**config.mk**
```make
export PLATFORM = sky130hd
export DESIGN_NAME = load_store_unit
export DESIGN_NICKNAME = d
export VERILOG_FILES = /design/src/rtl/load_store_unit.sv
export SDC_FILE = /design/constraint.sdc
export NUM_CORES = 1
export LEC_CHECK = 0
export BUFFER_PORTS_ARGS = -buffer_cell sky130_fd_sc_hd__buf_2
export CORE_MARGIN = 2
export CORE_UTILIZATION = 52
export CTS_BUF_LIST = sky130_fd_sc_hd__clkbuf_8
export DETAILED_ROUTE_END_ITERATION = 10
export PLACE_DENSITY = 0.92
export SKIP_LAST_GASP = 1
export SYNTH_ARGS = -nofsm -noshare
export SYNTH_HDL_FRONTEND = slang
export SYNTH_SLANG_ARGS = --single-unit
```
**constraint.sdc**
```tcl
create_clock -name clock -period 21.9 [get_ports clock]
set_input_delay 4.38 -clock clock [delete_from_list [all_inputs] [get_ports clock]]
set_output_delay 4.38 -clock clock [all_outputs]
set_load 0.005 [all_outputs]
```
**src/rtl/load_store_unit.sv**
```systemverilog
// M-stage load/store unit: one word-wide request/response per access.
// Optional misaligned-access trap when LSU_MISALIGN_TRAP_EN is defined.
module load_store_unit #(
    parameter int DATAW = 32,
    parameter int ADDRW = 32
) (
    input  logic                 clock,
    input  logic                 reset,
    input  logic                 is_load_m,
    input  logic                 is_store_m,
    input  logic [2:0]           funct3_m,
    input  logic [ADDRW-1:0]     addr_m,
    input  logic [DATAW-1:0]     store_data_m,
    input  logic                 pipe_stall,
    output logic                 mem_req_valid,
    input  logic                 mem_req_ready,
    output logic                 mem_req_we,
    output logic [ADDRW-3:0]     mem_req_addr,
    output logic [DATAW-1:0]     mem_req_wdata,
    output logic [DATAW/8-1:0]   mem_req_be,
    input  logic                 mem_resp_valid,
    input  logic [DATAW-1:0]     mem_resp_rdata,
    output logic [DATAW-1:0]     load_data,
    output logic                 mem_stall,
    output logic                 misalign_err
);

    typedef enum logic [1:0] {
        S_IDLE,
        S_REQ,
        S_WAIT,
        S_DONE
    } state_t;

    state_t               state;
    logic                 mem_op;
    logic                 mis;
    logic [1:0]           off;
    logic [DATAW/8-1:0]   be_c;
    logic [DATAW-1:0]     wdata_c;
    logic [2:0]           f3_q;
    logic [1:0]           off_q;
    logic [7:0]           byte_c;
    logic [15:0]          half_c;
    logic [DATAW-1:0]     ext_c;

    assign mem_op = is_load_m | is_store_m;
    assign off    = addr_m[1:0];

`ifdef LSU_MISALIGN_TRAP_EN
    assign mis = mem_op
               & (((funct3_m[1:0] == 2'd1) & off[0])
               | (funct3_m[1] & (off != 2'd0)));
    assign misalign_err = !reset & (state == S_IDLE) & mis;
`else
    assign mis = 1'b0;
    assign misalign_err = 1'b0;
`endif

    // Store lane steering; loads always fetch the whole word.
    always_comb begin
        be_c    = '1;
        wdata_c = store_data_m;
        if (is_store_m) begin
            unique case (funct3_m[1:0])
                2'd0: begin
                    be_c    = 4'b0001 << off;
                    wdata_c = {4{store_data_m[7:0]}};
                end
                2'd1: begin
                    be_c    = off[1] ? 4'b1100 : 4'b0011;
                    wdata_c = {2{store_data_m[15:0]}};
                end
                default: ;
            endcase
        end
    end

    assign byte_c = mem_resp_rdata[{off_q, 3'b000} +: 8];
    assign half_c = off_q[1] ? mem_resp_rdata[31:16]
                             : mem_resp_rdata[15:0];

    always_comb begin
        ext_c = mem_resp_rdata;
        unique case (f3_q)
            3'd0:    ext_c = {{24{byte_c[7]}}, byte_c};
            3'd1:    ext_c = {{16{half_c[15]}}, half_c};
            3'd4:    ext_c = {24'd0, byte_c};
            3'd5:    ext_c = {16'd0, half_c};
            default: ext_c = mem_resp_rdata;
        endcase
    end

    always_ff @(posedge clock) begin
        if (reset) begin
            state     <= S_IDLE;
            load_data <= '0;
        end else begin
            unique case (state)
                S_IDLE: begin
                    if (mem_op && !mis) begin
                        state         <= S_REQ;
                        mem_req_we    <= is_store_m;
                        mem_req_addr  <= addr_m[ADDRW-1:2];
                        mem_req_be    <= be_c;
                        mem_req_wdata <= wdata_c;
                        f3_q          <= funct3_m;
                        off_q         <= off;
                    end
                end
                S_REQ: begin
                    if (mem_req_ready)
                        state <= S_WAIT;
                end
                S_WAIT: begin
                    if (mem_resp_valid) begin
                        if (!mem_req_we)
                            load_data <= ext_c;
                        state <= pipe_stall ? S_DONE : S_IDLE;
                    end
                end
                S_DONE: begin
                    if (!pipe_stall)
                        state <= S_IDLE;
                end
                default: state <= S_IDLE;
            endcase
        end
    end

    assign mem_req_valid = !reset & (state == S_REQ);

    always_comb begin
        mem_stall = 1'b0;
        if (!reset) begin
            unique case (state)
                S_IDLE:  mem_stall = mem_op & !mis;
                S_REQ:   mem_stall = 1'b1;
                S_WAIT:  mem_stall = !mem_resp_valid;
                default: mem_stall = 1'b0;
            endcase
        end
    end

endmodule

```
; Word level (Yosys, flattened, before mapping)
; Index checks and enable logic that the tools add are counted.
[op_classes]
n_eq_ne = 11
n_shift = 2
muxes = 14
bitwise_logic = 4
reduce_logical = 8
[op_table]
columns = op, count
row1 = case mux 32 bit (4 select lines), 1
row2 = case mux 32 bit (2 select lines), 1
row3 = two-way mux 32 bit, 1
row4 = variable part select 32 x 6 -> 8 bit, 1
row5 = two-way mux 16 bit, 1
row6 = two-way mux 2 bit, 5
row7 = "!= test 2 bit, second input constant", 4
row8 = case mux 2 bit (4 select lines), 1
row9 = case mux 4 bit (2 select lines), 1
row10 = "equality test 3 bit, second input constant", 2
row11 = AND reduction 3 bit, 2
row12 = "equality test 2 x 1 -> 1 bit, second input constant", 2
row13 = "equality test 2 bit, second input constant", 2
row14 = logical NOT 2 bit, 2
row15 = two-way mux 4 bit, 1
row16 = AND reduction 4 bit, 1
row17 = "left shift 1 x 2 -> 4 bit, first input constant", 1
row18 = "equality test 3 x 1 -> 1 bit, second input constant", 1
row19 = logical NOT 3 bit, 1
row20 = case mux 1 bit (3 select lines), 1
row21 = logical NOT 1 bit, 2
row22 = inverter 1 bit, 2
row23 = AND 1 bit, 1
row24 = two-way mux 1 bit, 1
row25 = bitwise OR 1 bit, 1
[totals]
reg_bits = 106
inputBits = 106
out_inout_bits = 102
wordCells = 47

; Longest topological paths before layout
[depth]
depth_word = 3
mapped_depth = 6
depth_no_buf = 4

; Worst setup path after synthesis
; Ideal clock, no wire load.
[synth_path]
path_kind = input to register
start = input port reset
end = register f3_q[0], enable pin
arrival_time_ns = 11.252
setup_slack_ns = 9.968
stages = 1
path_buffers = 0
path_cell_list = nor4_1
[synth_via]
elab_chain_cells = 2
[synth_lines]
columns = item, line_no
row1 = from (decl), 8  ; input logic reset,
row2 = inverter 1 bit (no line), n/a
row3 = AND reduction 3 bit (no line), n/a
row4 = to (signal assigned), 107  ; f3_q <= funct3_m;
row5 = to (decl), 41  ; logic [2:0] f3_q;
; Every way passes these cells.
; A chain may end at the register's enable or synchronous reset.

; Worst setup path after layout
[layout_path]
start = input port mem_resp_valid
end = output port mem_stall
[layout_via]
elab_chain_cells = 3
[layout_lines]
columns = item, line_no
row1 = from (decl), 21  ; input logic mem_resp_valid,
row2 = logical NOT 1 bit, 139  ; S_WAIT: mem_stall = !mem_resp_valid;
row3 = case mux 1 bit (3 select lines), 136  ; unique case (state)
row4 = two-way mux 1 bit, 135  ; if (!reset) begin
row5 = to (decl), 24  ; output logic mem_stall,
; Every way passes these cells.

==> results.md <==
- Outcome: complete, no violations
- Most common cell after layout, fill and taps aside: buf_2
- Reg2Reg Depth: 3
- Drt first-iter violations: 140
- Internal power: between 0.2 and 0.3 mW
- Residual DRC: 0
- ANT nets after route: 0
- Clock Sink Count: about 110
- Layout cells sized above 1: 0.451
- Synth Area in Adders: 0
- WL met3: about 1.3 mm
- Worst path required time: between 15 and 20 ns
- Most used cell, CP: buf_2
- Die W: around 96 um
- Post-synthesis sequential area ratio: 0.642
- Crit path cell chain: buf_2 -> or2_2 -> a211oi_1 -> buf_2
- Synth-to-Final Area Change: 28.8%
- Crit. End Element: output pin
- Starting Density: 0.539
- Vias: 3726
- Crit path launch type: primary input
- Post-synthesis cell count: about 370
- Core Region: between 8000 and 9000 um^2
- Max layer used: met4
- CTS buffer count: 9
- Clock Latency Late Sink: roughly 0.36 ns
- Clock Power Share: 0.296
- CP Max Fanout: 3
- Top Ports: ~210
- Total wire length: 12.1 mm
- Setup TNS: 0 ns
- Final Hold Violating Endpoints: 0
- Syn Area/Cell: about 12 um^2
- First-pass GRT wire length: roughly 18 mm
- Synth warn: 0
- Reg-to-Reg Start: f3_q[1]$_DFFE_PP_
- Post-CTS sizing: 0
- Clock Path Buffers: 2
- Netlist Area Pre-Place: roughly 4400 um^2
- Critical path origin: mem_resp_valid
- Setup crit end: mem_stall
- Clk root buf: clkbuf_8
- Max_cap viols: 0
- TritonCTS clock tree: built
- Fin crit share: 0.436
- Min Tclk post-route: around 9.5 ns
- GRT overflow: 0
- Pins Over Slew Limit: 0
- Antenna cells: 0
- Pwr dens: 70.4 nW/um^2
- Final Setup Violations: 0
- Post-synthesis cell type count: 39
- Total GRT Usage: 0.258
- Arrival @ worst endpoint: 5.16 ns
- Worst R2R End: load_data[30]$_SDFFE_PP0P_
- Placed cell count: roughly 660
- Gp weighted congestion: ~0.9
- Setup Buffers After CTS: 0
- Post-synthesis compound-gate area fraction: 0.137
- Largest net degree at the start of global routing: between 70 and 80
- Fin cells: about 670
- Sw Share: 0.267
- Mux cell area share after synthesis: 0.0684
- Worst Setup Slack, final: around 12 ns
- CTS Hold Bufs: 0
- Simple-Gate Fraction of Synth Area: 0.124
- Post-DP HPWL: about 9 mm
- Slowest cell on crit path: or2_2
- Met1 wire length: between 4 and 5 mm
- Clk pin slew, worst setup/hold paths: 0.11 ns
- Power share of the sequential group: 0.579
- Clock Skews: approximately 0.011 ns
- Initial antenna violation count: 0
- Final Net Count: about 670
- Max H-tree Level: 3
- Die Ht: around 96 um
- PortBufs: roughly 210
- Core Rows: 33
- Comb power frac: 0.126
- Maximum VDD drop: about 0.000046 V
- Max frequency: roughly 0.10 GHz
- Synthesis-stage register bit count: 106
- Flop2flop setup slack: roughly 20 ns
- Pre-CTS WS: about 12 ns
- XOR/XNOR Fraction of Synth Area: 0
- Syn_nets: around 470
- Met2 WL: 6.30 mm
- Setup CP Type: primary input to output pin
- Leak Pwr: between 2 and 2.5 nW
- Die area: slightly above 9000 um^2
- Most frequent cells in the layout: buf_2, edfxtp_1, nand2_1, o21ai_0, dfxtp_1
- Unrepaired setup endpoints after global routing: no
- Pre-antenna DRT Iters: 5
- Vias in the first global route: about 3600
- Worst slew pin tran: roughly 1.2 ns
- Largest family of logic cells by synthesized area: compound AO/OA/AOI/OAI gates
- Slew Limit Headroom: 0.230
- Net Switching: ~0.11 mW
- Post-synth EDFFs: 72
- Avg WL per Cell: 18.0 um
- Vias per cell: ~5.5
- Crit-path max cell delay: 0.29 ns
- Worst hold path class: register to register
- Top FF cell, synth: edfxtp_1
- Fraction of registers with async set or reset after synthesis: 0
## routing by layer
metal / vias to the layer above / GRT usage
li1: 1741 / -
met1: 1758 / 0.284
met2: 204 / 0.463
met3: 23 / 0.0932
met4: 0 / 0.0786
met5: - / 0
## worst min path at each step
stage | start | endpoint | slack, ns | cells after the start
4_1_cts | load_data[7]$_SDFFE_PP0P_ | load_data[7]$_SDFFE_PP0P_ | 0.51 | 2
6_report | load_data[1]$_SDFFE_PP0P_ | load_data[1]$_SDFFE_PP0P_ | 0.51 | 2
3_5_place_dp | load_data[7]$_SDFFE_PP0P_ | load_data[7]$_SDFFE_PP0P_ | 0.49 | 2
5_1_grt | load_data[6]$_SDFFE_PP0P_ | load_data[6]$_SDFFE_PP0P_ | 0.53 | 2
3_3_place_gp | load_data[1]$_SDFFE_PP0P_ | load_data[1]$_SDFFE_PP0P_ | 0.49 | 2
2_1_floorplan | load_data[7]$_SDFFE_PP0P_ | load_data[7]$_SDFFE_PP0P_ | 0.49 | 2
## metrics by stage
step	utilization	power (mW)	cell area, um^2	hold slack (ns)
final	0.694	0.402	5700	0.508
after global routing	0.694	0.416	5700	0.529
after CTS	0.694	0.404	5700	0.506
after detailed placement	0.669	0.287	5500	0.490
after global placement	0.669	0.284	5500	0.487
after floorplan	-	0.261	4430	0.487
## power groups by stage
stage | Sequential, mW | Clock (mW) | Combinational, mW
2_1_floorplan | 0.239 | 0 | 0.0229
3_3_place_gp | 0.236 | 0 | 0.0481
3_5_place_dp | 0.237 | 0 | 0.0501
4_1_cts | 0.232 | 0.121 | 0.0503
5_1_grt | 0.234 | 0.127 | 0.0554
6_report | 0.232 | 0.119 | 0.0504
## cell usage after synthesis (all sizes together) (3+ instances only)
cell type  instances  area share
nand2             54       0.046
dfxtp             34        0.15
nor2b              3      0.0042
a31o               6       0.012
mux2i             19       0.043
nand2b             4      0.0057
o21ai             37       0.042
a21oi             24       0.036
a31oi              3      0.0042
clkbuf            17       0.014
nor3b              3      0.0051
nand3             13       0.015
a211oi            16       0.027
inv                3      0.0025
nor2              14       0.012
buf                8       0.011
mux2               8       0.020
nand3b            13       0.022
edfxtp            72        0.49
## critical path, delay by kind of cell
family | cells | cell delay, ns
buffers and inverters | 2 | 0.26
AND/OR/NAND/NOR | 1 | 0.29
AO/OA/AOI/OAI | 1 | 0.23
## registers in the layout, summed over array words and instances (netlist names)
signal         count
mem_req_be         4
off_q              2
mem_req_wdata     32
mem_req_we         1
f3_q               3
mem_req_addr      30
state              2
load_data         32
## area by class of cell
class | count | area (um^2)
well taps | 105 | 131
fillers | 620 | 2520
repair buffers | 208 | 1050
multi-input cells | 234 | 1470
clock buffers | 9 | 124
clock inverters | 7 | 77.6
flip-flops and latches | 106 | 2840
inverters | 3 | 11.3
## cells by family after synthesis
logic type             count (synthesis)
AO/OA/AOI/OAI                         93
other                                  1
buffers and inverters                 28
flip-flops                           106
AND/OR/NAND/NOR                      112
multiplexers                          28
No activity file was read; power rests on OpenSTA's default activity.
